### config.mk
export PLATFORM = sky130hd
export DESIGN_NAME = mem_controller
export DESIGN_NICKNAME = d
export VERILOG_FILES = /design/src/rtl/mem_controller.sv
export SDC_FILE = /design/constraint.sdc
export NUM_CORES = 1
export LEC_CHECK = 0
export CORE_ASPECT_RATIO = 1.75
export CORE_UTILIZATION = 41
export CTS_CLUSTER_DIAMETER = 30
export DETAILED_ROUTE_END_ITERATION = 8
export GPL_TIMING_DRIVEN = 0
export PLACE_DENSITY = 0.78
export RECOVER_POWER = 25
export REMOVE_ABC_BUFFERS = 1
export SYNTH_ARGS = -nofsm -noshare
export SYNTH_HDL_FRONTEND = slang
export SYNTH_SLANG_ARGS = --single-unit
### constraint.sdc
create_clock -name clk -period 4.44 [get_ports clk]
set_clock_uncertainty 0.2 [all_clocks]
set_input_delay 0.888 -clock clk [delete_from_list [all_inputs] [get_ports clk]]
set_output_delay 0.888 -clock clk [all_outputs]
set_load 0.03 [all_outputs]
### src/rtl/mem_controller.sv
// Byte-serial master of the unified RAM/IO port: serves LSB loads/stores and instruction
// fetch, reassembling little-endian bytes and extending load data.
module mem_controller #(
  parameter int unsigned LSB_ID_W = 4,
  parameter logic [1:0]  IO_MASK  = 2'b11
) (
  input  logic                clk,
  input  logic                rst_in,
  input  logic                rdy_in,
  input  logic                flush,
  input  logic                lsb2mem_load_en,
  input  logic                lsb2mem_store_en,
  input  logic [31:0]         lsb2mem_addr,
  input  logic [2:0]          lsb2mem_type,
  input  logic [31:0]         lsb2mem_val,
  input  logic [LSB_ID_W-1:0] lsb2mem_load_id,
  output logic                mem_busy,
  output logic                mem2lsb_load_en,
  output logic [LSB_ID_W-1:0] mem2lsb_load_id,
  output logic [31:0]         mem2lsb_load_val,
  input  logic                if_req_en,
  input  logic [31:0]         if_addr,
  output logic                mem2if_en,
  output logic [31:0]         mem2if_inst,
  input  logic [7:0]          mem_din,
  output logic [7:0]          mem_dout,
  output logic [31:0]         mem_a,
  output logic                mem_wr,
  input  logic                io_buffer_full
);

  typedef enum logic [1:0] {StIdle, StLoad, StStore, StFetch} state_e;

  function automatic logic [2:0] f_nbytes(input logic [2:0] t);
    case (t[1:0])
      2'b00:   return 3'd1;
      2'b01:   return 3'd2;
      default: return 3'd4;
    endcase
  endfunction

  state_e                r_state, w_state_d;
  logic [2:0]            r_cnt, w_cnt_d;
  logic [31:0]           r_addr, w_addr_d;
  logic [2:0]            r_type, w_type_d;
  logic [31:0]           r_val, w_val_d;
  logic [LSB_ID_W-1:0]   r_id, w_id_d;
  logic [31:0]           r_buf, w_buf_d;
  logic                  r_sk_valid, w_sk_valid_d;
  logic                  r_sk_store, w_sk_store_d;
  logic [31:0]           r_sk_addr, w_sk_addr_d;
  logic [2:0]            r_sk_type, w_sk_type_d;
  logic [31:0]           r_sk_val, w_sk_val_d;
  logic [LSB_ID_W-1:0]   r_sk_id, w_sk_id_d;
  logic                  r_load_en, w_load_en_d;
  logic [LSB_ID_W-1:0]   r_load_id, w_load_id_d;
  logic [31:0]           r_load_val, w_load_val_d;
  logic                  r_if_en, w_if_en_d;
  logic [31:0]           r_if_inst, w_if_inst_d;
  logic                  r_busy, w_busy_d;

  logic                  w_idle, w_lsb_new, w_acc, w_acc_store;
  logic                  w_take_skid, w_take_store, w_take_load, w_take_fetch;
  logic [31:0]           w_acc_addr, w_acc_val;
  logic [2:0]            w_acc_type, w_n;
  logic [LSB_ID_W-1:0]   w_acc_id;
  logic [31:0]           w_mem_a, w_bytes, w_ext;
  logic [7:0]            w_dout;
  logic                  w_wr_req, w_stall;
  logic [1:0]            w_bidx;

  // A flush drops a skid load but never a skid store, which is already committed.
  assign w_idle       = (r_state == StIdle);
  assign w_lsb_new    = lsb2mem_store_en | (lsb2mem_load_en & ~flush);
  assign w_take_skid  = w_idle & r_sk_valid & (r_sk_store | ~flush);
  assign w_take_store = w_idle & ~w_take_skid & lsb2mem_store_en;
  assign w_take_load  = w_idle & ~w_take_skid & ~lsb2mem_store_en & lsb2mem_load_en & ~flush;
  assign w_take_fetch = w_idle & ~r_sk_valid & ~lsb2mem_store_en & ~lsb2mem_load_en &
                        if_req_en & ~flush;
  assign w_acc        = w_take_skid | w_take_store | w_take_load | w_take_fetch;
  assign w_acc_store  = w_take_skid ? r_sk_store : w_take_store;
  assign w_acc_addr   = w_take_skid ? r_sk_addr : (w_take_fetch ? if_addr : lsb2mem_addr);
  assign w_acc_type   = w_take_skid ? r_sk_type : (w_take_fetch ? 3'b010 : lsb2mem_type);
  assign w_acc_val    = w_take_skid ? r_sk_val : lsb2mem_val;
  assign w_acc_id     = w_take_skid ? r_sk_id : lsb2mem_load_id;
  assign w_n          = f_nbytes(r_type);

  // Port drive: combinational so the first byte address appears in the accept cycle.
  always_comb begin
    w_mem_a  = '0;
    w_dout   = '0;
    w_wr_req = 1'b0;
    case (r_state)
      StIdle: begin
        if (w_acc) begin
          w_mem_a = w_acc_addr;
          if (w_acc_store) begin
            w_wr_req = 1'b1;
            w_dout   = w_acc_val[7:0];
          end
        end
      end
      StStore: begin
        w_mem_a  = r_addr + 32'(r_cnt);
        w_dout   = r_val[{r_cnt[1:0], 3'b000} +: 8];
        w_wr_req = 1'b1;
      end
      StLoad, StFetch: begin
        if (r_cnt < w_n) w_mem_a = r_addr + 32'(r_cnt);
      end
      default: w_mem_a = '0;
    endcase
  end

  assign w_stall  = (w_mem_a[17:16] == IO_MASK) & io_buffer_full;
  assign mem_a    = rst_in ? '0 : w_mem_a;
  assign mem_dout = rst_in ? '0 : w_dout;
  assign mem_wr   = ~rst_in & rdy_in & w_wr_req & ~w_stall;

  // Byte cnt-1 arrives on mem_din during cycle cnt of a read.
  assign w_bidx = 2'(r_cnt - 3'd1);
  always_comb begin
    w_bytes = r_buf;
    w_bytes[{w_bidx, 3'b000} +: 8] = mem_din;
  end

  always_comb begin
    case (r_type)
      3'b000:  w_ext = {{24{w_bytes[7]}}, w_bytes[7:0]};
      3'b001:  w_ext = {{16{w_bytes[15]}}, w_bytes[15:0]};
      3'b100:  w_ext = {24'd0, w_bytes[7:0]};
      3'b101:  w_ext = {16'd0, w_bytes[15:0]};
      default: w_ext = w_bytes;
    endcase
  end

  always_comb begin
    w_state_d    = r_state;
    w_cnt_d      = r_cnt;
    w_addr_d     = r_addr;
    w_type_d     = r_type;
    w_val_d      = r_val;
    w_id_d       = r_id;
    w_buf_d      = r_buf;
    w_sk_valid_d = r_sk_valid;
    w_sk_store_d = r_sk_store;
    w_sk_addr_d  = r_sk_addr;
    w_sk_type_d  = r_sk_type;
    w_sk_val_d   = r_sk_val;
    w_sk_id_d    = r_sk_id;
    w_load_en_d  = 1'b0;
    w_load_id_d  = r_load_id;
    w_load_val_d = r_load_val;
    w_if_en_d    = 1'b0;
    w_if_inst_d  = r_if_inst;

    if (flush && !r_sk_store) w_sk_valid_d = 1'b0;
    if (w_take_skid) w_sk_valid_d = 1'b0;
    if (w_lsb_new && (!w_idle || w_take_skid)) begin
      w_sk_valid_d = 1'b1;
      w_sk_store_d = lsb2mem_store_en;
      w_sk_addr_d  = lsb2mem_addr;
      w_sk_type_d  = lsb2mem_type;
      w_sk_val_d   = lsb2mem_val;
      w_sk_id_d    = lsb2mem_load_id;
    end

    case (r_state)
      StIdle: begin
        if (w_acc) begin
          w_addr_d = w_acc_addr;
          w_type_d = w_acc_type;
          w_val_d  = w_acc_val;
          w_id_d   = w_acc_id;
          w_buf_d  = '0;
          if (w_acc_store) begin
            if (w_stall) begin
              w_state_d = StStore;
              w_cnt_d   = 3'd0;
            end else if (f_nbytes(w_acc_type) != 3'd1) begin
              w_state_d = StStore;
              w_cnt_d   = 3'd1;
            end
          end else begin
            w_state_d = w_take_fetch ? StFetch : StLoad;
            w_cnt_d   = 3'd1;
          end
        end
      end
      StStore: begin
        if (!w_stall) begin
          if (r_cnt == w_n - 3'd1) w_state_d = StIdle;
          else                     w_cnt_d   = r_cnt + 3'd1;
        end
      end
      StLoad, StFetch: begin
        if (flush) begin
          w_state_d = StIdle;
        end else begin
          w_buf_d = w_bytes;
          if (r_cnt == w_n) begin
            w_state_d = StIdle;
            if (r_state == StFetch) begin
              w_if_en_d   = 1'b1;
              w_if_inst_d = w_bytes;
            end else begin
              w_load_en_d  = 1'b1;
              w_load_id_d  = r_id;
              w_load_val_d = w_ext;
            end
          end else begin
            w_cnt_d = r_cnt + 3'd1;
          end
        end
      end
      default: w_state_d = StIdle;
    endcase

    w_busy_d = (w_state_d != StIdle) | w_sk_valid_d;
  end

  always_ff @(posedge clk) begin
    if (rst_in) begin
      r_state    <= StIdle;
      r_cnt      <= '0;
      r_addr     <= '0;
      r_type     <= '0;
      r_val      <= '0;
      r_id       <= '0;
      r_buf      <= '0;
      r_sk_valid <= 1'b0;
      r_sk_store <= 1'b0;
      r_sk_addr  <= '0;
      r_sk_type  <= '0;
      r_sk_val   <= '0;
      r_sk_id    <= '0;
      r_load_en  <= 1'b0;
      r_load_id  <= '0;
      r_load_val <= '0;
      r_if_en    <= 1'b0;
      r_if_inst  <= '0;
      r_busy     <= 1'b0;
    end else if (rdy_in) begin
      r_state    <= w_state_d;
      r_cnt      <= w_cnt_d;
      r_addr     <= w_addr_d;
      r_type     <= w_type_d;
      r_val      <= w_val_d;
      r_id       <= w_id_d;
      r_buf      <= w_buf_d;
      r_sk_valid <= w_sk_valid_d;
      r_sk_store <= w_sk_store_d;
      r_sk_addr  <= w_sk_addr_d;
      r_sk_type  <= w_sk_type_d;
      r_sk_val   <= w_sk_val_d;
      r_sk_id    <= w_sk_id_d;
      r_load_en  <= w_load_en_d;
      r_load_id  <= w_load_id_d;
      r_load_val <= w_load_val_d;
      r_if_en    <= w_if_en_d;
      r_if_inst  <= w_if_inst_d;
      r_busy     <= w_busy_d;
    end
  end

  assign mem_busy         = r_busy;
  assign mem2lsb_load_en  = r_load_en;
  assign mem2lsb_load_id  = r_load_id;
  assign mem2lsb_load_val = r_load_val;
  assign mem2if_en        = r_if_en;
  assign mem2if_inst      = r_if_inst;

endmodule

; Yosys cells after proc, flatten, opt, wreduce, memory -nomap -nowiden
; Index checks and enable logic that the tools add are counted.
; W data, S select, Z words.
[classes]
addsub = 5
mul = 0
n_div = 0
order_cmp = 1
n_eq_ne = 18
shift = 3
n_mux = 59
n_bitwise = 31
n_reduce_logical = 18
[op_table]
columns = cell, n
row1 = $mux W32, 8
row2 = $pmux W32 S4, 1
row3 = $pmux W32 S3, 1
row4 = $pmux W32 S2, 1
row5 = $mux W3, 14
row6 = $add A32 B3 Y32, 1
row7 = $bwmux W32, 1
row8 = $shift A8 B7 Y32 const A, 1
row9 = $shiftx A32 B6 Y8, 1
row10 = $shiftx A8 B7 Y32, 1
row11 = $mux W8, 3
row12 = $mux W2, 9
row13 = $and A1 B1 Y1, 17
row14 = $pmux W8 S2, 1
row15 = $mux W1, 14
row16 = $pmux W3 S2, 2
row17 = $reduce_and A5 Y1, 2
row18 = $pmux W3 S3, 1
row19 = $ne A2 B2 Y1 const B, 4
row20 = $not A1 Y1, 8
row21 = $neg A5 Y7, 1
row22 = $reduce_and A7 Y1, 1
row23 = $eq A2 B1 Y1 const B, 3
row24 = $eq A2 B2 Y1 const B, 3
row25 = 24 further kinds, 36
[word_totals]
regBits = 252
latch_bits = 0
mem_bits_rw = 0
rom_bits = 0
in_bits = 119
out_inout_bits = 112
wordCells = 154
mem_count = 0

; Longest topological paths before layout
[depth]
word_depth = 26
depth_mapped = 14
depth_no_buf = 11

; Worst setup path after synthesis
; No wires, ideal clock.
[synth_path]
path_kind = in2out
start = input port lsb2mem_store_en
end = output port mem_a[22]
arrival_time_ns = 3.044
t_required_ns = 3.352
slack_ns = 0.308
cell_stages = 8
path_buffers = 2
cell_sequence = clkbuf_1 -> nor3b_1 -> nand2_1 -> buf_1 -> mux2i_1 -> a21oi_1 -> nor2_1 -> a211oi_1
[synth_via]
elab_chain_len = 10
word_cells_on_any_way = 17
cone_classes = mux (5) / bitwise (12)
[synth_lines]
columns = item, line_no
row1 = start: declaration, 12  ; input logic lsb2mem_store_en,
row2 = $not A1 Y1, "77, 78"
row3 = $and A1 B1 Y1 (3 in a row), 78  ; assign w_take_fetch = w_idle & ~r_sk_valid & ~lsb2mem_store_en & ~lsb2mem_load_en &
row4 = $and A1 B1 Y1, 79  ; if_req_en & ~flush;
row5 = $mux W32 (2 in a row), 82  ; assign w_acc_addr = w_take_skid ? r_sk_addr : (w_take_fetch ? if_addr : lsb2mem_addr);
row6 = $mux W32 *, 95  ; if (w_acc) begin
row7 = $pmux W32 S3 *, 93  ; case (r_state)
row8 = $mux W32 *, 116  ; assign mem_a = rst_in ? '0 : w_mem_a;
row9 = end: declaration, 27  ; output logic [31:0] mem_a,
; Mark *: on every way between the ends. The rest lies on a longest branch, timed or not.

; Final worst setup path
[layout_path]
start = input port if_req_en
end = output port mem_wr
[layout_via]
elab_chain_len = 10
word_cells_on_any_way = 14
cone_classes = eq/ne (1) / mux (6) / bitwise (7)
[layout_lines]
columns = item, line_no
row1 = start: declaration, 21  ; input logic if_req_en,
row2 = $and A1 B1 Y1 *, 78
row3 = $and A1 B1 Y1 *, 79
row4 = $mux W32 (2 in a row), 82
row5 = $mux W32, 95
row6 = $pmux W32 S3, 93
row7 = $eq A2 B2 Y1, 115  ; assign w_stall = (w_mem_a[17:16] == IO_MASK) & io_buffer_full;
row8 = $and A1 B1 Y1, 115
row9 = $not A1 Y1, 118  ; assign mem_wr = ~rst_in & rdy_in & w_wr_req & ~w_stall;
row10 = $and A1 B1 Y1 *, 118
row11 = end: declaration, 28  ; output logic mem_wr,
; Marked as above.

==> metrics.cfg <==
[worst_setup_path]
worst-setup-path-type=input port to output port
cp_data_required_time_ns=3.35
timing.critical_path.to_type=output port
crit_fanout=6
rrSetupSlack_ns=0.42
rr_worst_depth=9
cp-start-kind=input port
crit_arrival_ns=3.25

[sta]
layout_setup_ws_ns=0.105
max_clock_freq_mhz=231
worst_hold_slack_ns=0.251
fin_tns_setup_ns=0
timing.final.crit_period_ns=4.33
rsz_0062_raised_after_global_routing=false
hold_violations=0
final_slew_viol_count=15
post-route-period-util_pct=97.6
setup_viol=0
worst_slew_pin_slew_ns=1.62
worst_slew_margin_rel_pct=-8.97

[detailed_routing]
post_drt_via_cell_ratio=5.45
vias=11800
drt-wirelength-per-cell_microns=16.8
remaining_drc_errors=0
detail_route.iter0.violations=741
ant_nets=0
drt_first_pass_iters=5
wl_microns=36600

[run_status]
result_of_the_run=complete, but fails checks
violations=max-capacitance violations, max-slew violations

[job]
max_cap_violations=1

[layout]
drive_above_1_share_pct=9.06
final_design_area_no_fill_sq_um=16100
design.final.nets=1893
finish.cell_count_without_fillers=2170
nFillCells=2628
multiInputGateArea_sq_um=6490
synthToLayoutAreaGrowth_pct=35.1
regArea_sq_um=5060
fin_util_pct=56.3

[placement]
dpl-instance-area_sq_um=14600
globalplace.congestion=0.832
dp_hpwl_microns=24600
numPortBuffers=230
place.detailed.instances=2087
place_ws_ns=-1.23

[clock_network]
cts_root_buffer=sky130_fd_sc_hd__clkbuf_16
cts-buffers-inserted=40
max-clock-path-buffers=3
cts_tree=yes
clkLatencyLatePin_ns=0.52
cts.reportedPaths.clkPinSlew_ns=0.04
cts_num_sinks=252
htreeDepth=2

[global_routing]
antenna_found_initial=4
global_routing_usage_summed_across_all_routing_layers_pct=24.6
grt_first_pass_wirelength_microns=57800
grt_max_degree=158
gr-total-overflow=0
via_count_of_the_first_global_routing_pass=11400

[floorplan]
die_ht_microns=228
core_area_sq_um=28600
floorplan.rows=82
design.portCount=231
design.die.area_sq_um=29800
initial_util_pct=41.7
fp.dieW_microns=131

[logic_synthesis]
synthMostInstantiatedCell=sky130_fd_sc_hd__nand2_1
syn_inst=1583
synth.cells.most_frequent=sky130_fd_sc_hd__nand2_1, sky130_fd_sc_hd__dfxtp_1, sky130_fd_sc_hd__nor2_1, sky130_fd_sc_hd__a21oi_1, sky130_fd_sc_hd__clkbuf_1
synth_compound_area_share_pct=18.9
syn_area_per_cell_sq_um=7.54
async_flop_share_pct=0
synth_top_cell_by_area=sky130_fd_sc_hd__dfxtp_1
netlist_top_cells_area=sky130_fd_sc_hd__dfxtp_1, sky130_fd_sc_hd__nand2_1, sky130_fd_sc_hd__a21oi_1
yosys_warnings=0
synth_adder_area_share_pct=1.53
synth_top_area_share_pct=42.2
syn-cell-area_sq_um=11900
synth_ff_type=sky130_fd_sc_hd__dfxtp_1
synth_mux_area_share_pct=5.11
synth_top_family_by_area=simple AND/OR/NAND/NOR gates
synth-simple-area-share_pct=24.7
synth_cell_types=63
post_synth_edffs=0
synth-xor-area-share_pct=2.42
ys_ff_latch=252
portion_of_the_post_synthesis_area_used_by_sequential_elements_pct=42.2

[pwr]
totalPowerFinal_mw=6.74
worst_ir_drop_vdd_mv=0.274
p_leak_nw=6.38
power_density_nw_per_um2=418

[worst_hold_path]
hold_path_class=flip-flop to flip-flop
hold_depth=2

routing by layer:
metal | up-vias | share of wire (%) | track usage (%)
li1 | 5781 | - | -
met1 | 5552 | 36 | 26.0
met2 | 392 | 53 | 45.2
met3 | 98 | 5.0 | 3.85
met4 | 0 | 5.1 | 13.5
met5 | - | 0 | 0
sequential cells by signal, summed over array words and instances, names as in the netlist, 3 cells and up:
name / flops
mem2if_inst: 32
mem2lsb_load_val: 32
r_addr: 32
r_buf: 32
r_sk_addr: 32
r_sk_val: 32
r_val: 32
mem2lsb_load_id: 4
r_id: 4
r_sk_id: 4
r_cnt: 3
r_sk_type: 3
r_type: 3
cell usage in the layout, fill, tap and decap left out, drive strengths merged, types with 4 or more instances in the layout:
cell / netlist / final
and3: 7 / 7
nand3: 14 / 15
diode: 0 / 4
mux4: 8 / 8
clkbuf: 100 / 57
a311oi: 31 / 31
bufinv: 0 / 6
a221oi: 5 / 5
nor2: 251 / 251
xnor2: 13 / 13
nor2b: 10 / 10
clkinv: 1 / 7
ha: 13 / 13
clkdlybuf4s15: 0 / 8
dfxtp: 252 / 252
a211oi: 46 / 46
nand2: 326 / 326
clkdlybuf4s50: 0 / 119
inv: 34 / 43
mux2i: 43 / 43
a21oi: 197 / 197
a22oi: 27 / 27
o21ai: 42 / 42
nand4: 6 / 6
dlygate4sd2: 0 / 18
nor3: 68 / 68
nor4: 5 / 5
dlygate4sd3: 0 / 71
nor4b: 4 / 4
xor2: 20 / 20
buf: 19 / 25
worst max-delay path, cell delays in order:
cell and delay [ns]:
sky130_fd_sc_hd__clkdlybuf4s50_1 0.55, sky130_fd_sc_hd__or3b_2 0.49, sky130_fd_sc_hd__o21ai_2 0.16, sky130_fd_sc_hd__a311oi_2 0.14, sky130_fd_sc_hd__a221oi_2 0.40, sky130_fd_sc_hd__a211oi_4 0.10
sky130_fd_sc_hd__nor2_1 0.17, sky130_fd_sc_hd__clkdlybuf4s15_2 0.33
where the power goes:
| part | internal, mW | switching, mW | total, mW | leakage (nW) |
|---|---|---|---|---|
| clock | 2.12 | 1.15 | 3.27 | 0.689 |
| sequential | 2.37 | 0.0885 | 2.46 | 2.05 |
| combinational | 0.397 | 0.623 | 1.02 | 3.64 |
area by class of cell:
class / count / area share, %
Multi-Input combinational cell: 1179 / 40.2
Clock inverter: 23 / 1.92
Sequential cell: 252 / 31.4
Inverter: 35 / 0.815
Antenna cell: 4 / 0.0621
Tap cell: 378 / 2.93
Clock buffer: 47 / 6.75
Timing Repair Buffer: 252 / 15.9
cells by family after synthesis:
kind of cell    count (synthesis)
fa+ha+maj                      14
flops                         252
compound gates                369
xor+xnor                       33
mux                            51
buf+inv                       154
simple gates                  710
timing repair:
| item | 4_1_cts | 5_1_grt |
|---|---|---|
| endpoints found under the setup margin | 46 | 32 |
| hold buffers | 0 | 0 |
| resized for setup | 99 | 49 |
| setup buffers | 6 | 0 |
| cloned | 2 | 0 |
| pin swaps | 6 | 2 |
final timing paths:
check,to,from
setup / recovery,mem_wr,if_req_en
hold / removal,r_sk_val[18]$_SDFFE_PP0P_,r_sk_val[18]$_SDFFE_PP0P_
setup reg to reg,mem2lsb_load_val[23]$_SDFFE_PP0P_,r_state[0]$_SDFFE_PP0P_
hold reg to reg,r_sk_val[18]$_SDFFE_PP0P_,r_sk_val[18]$_SDFFE_PP0P_
Power figures use the tool's default switching activity.
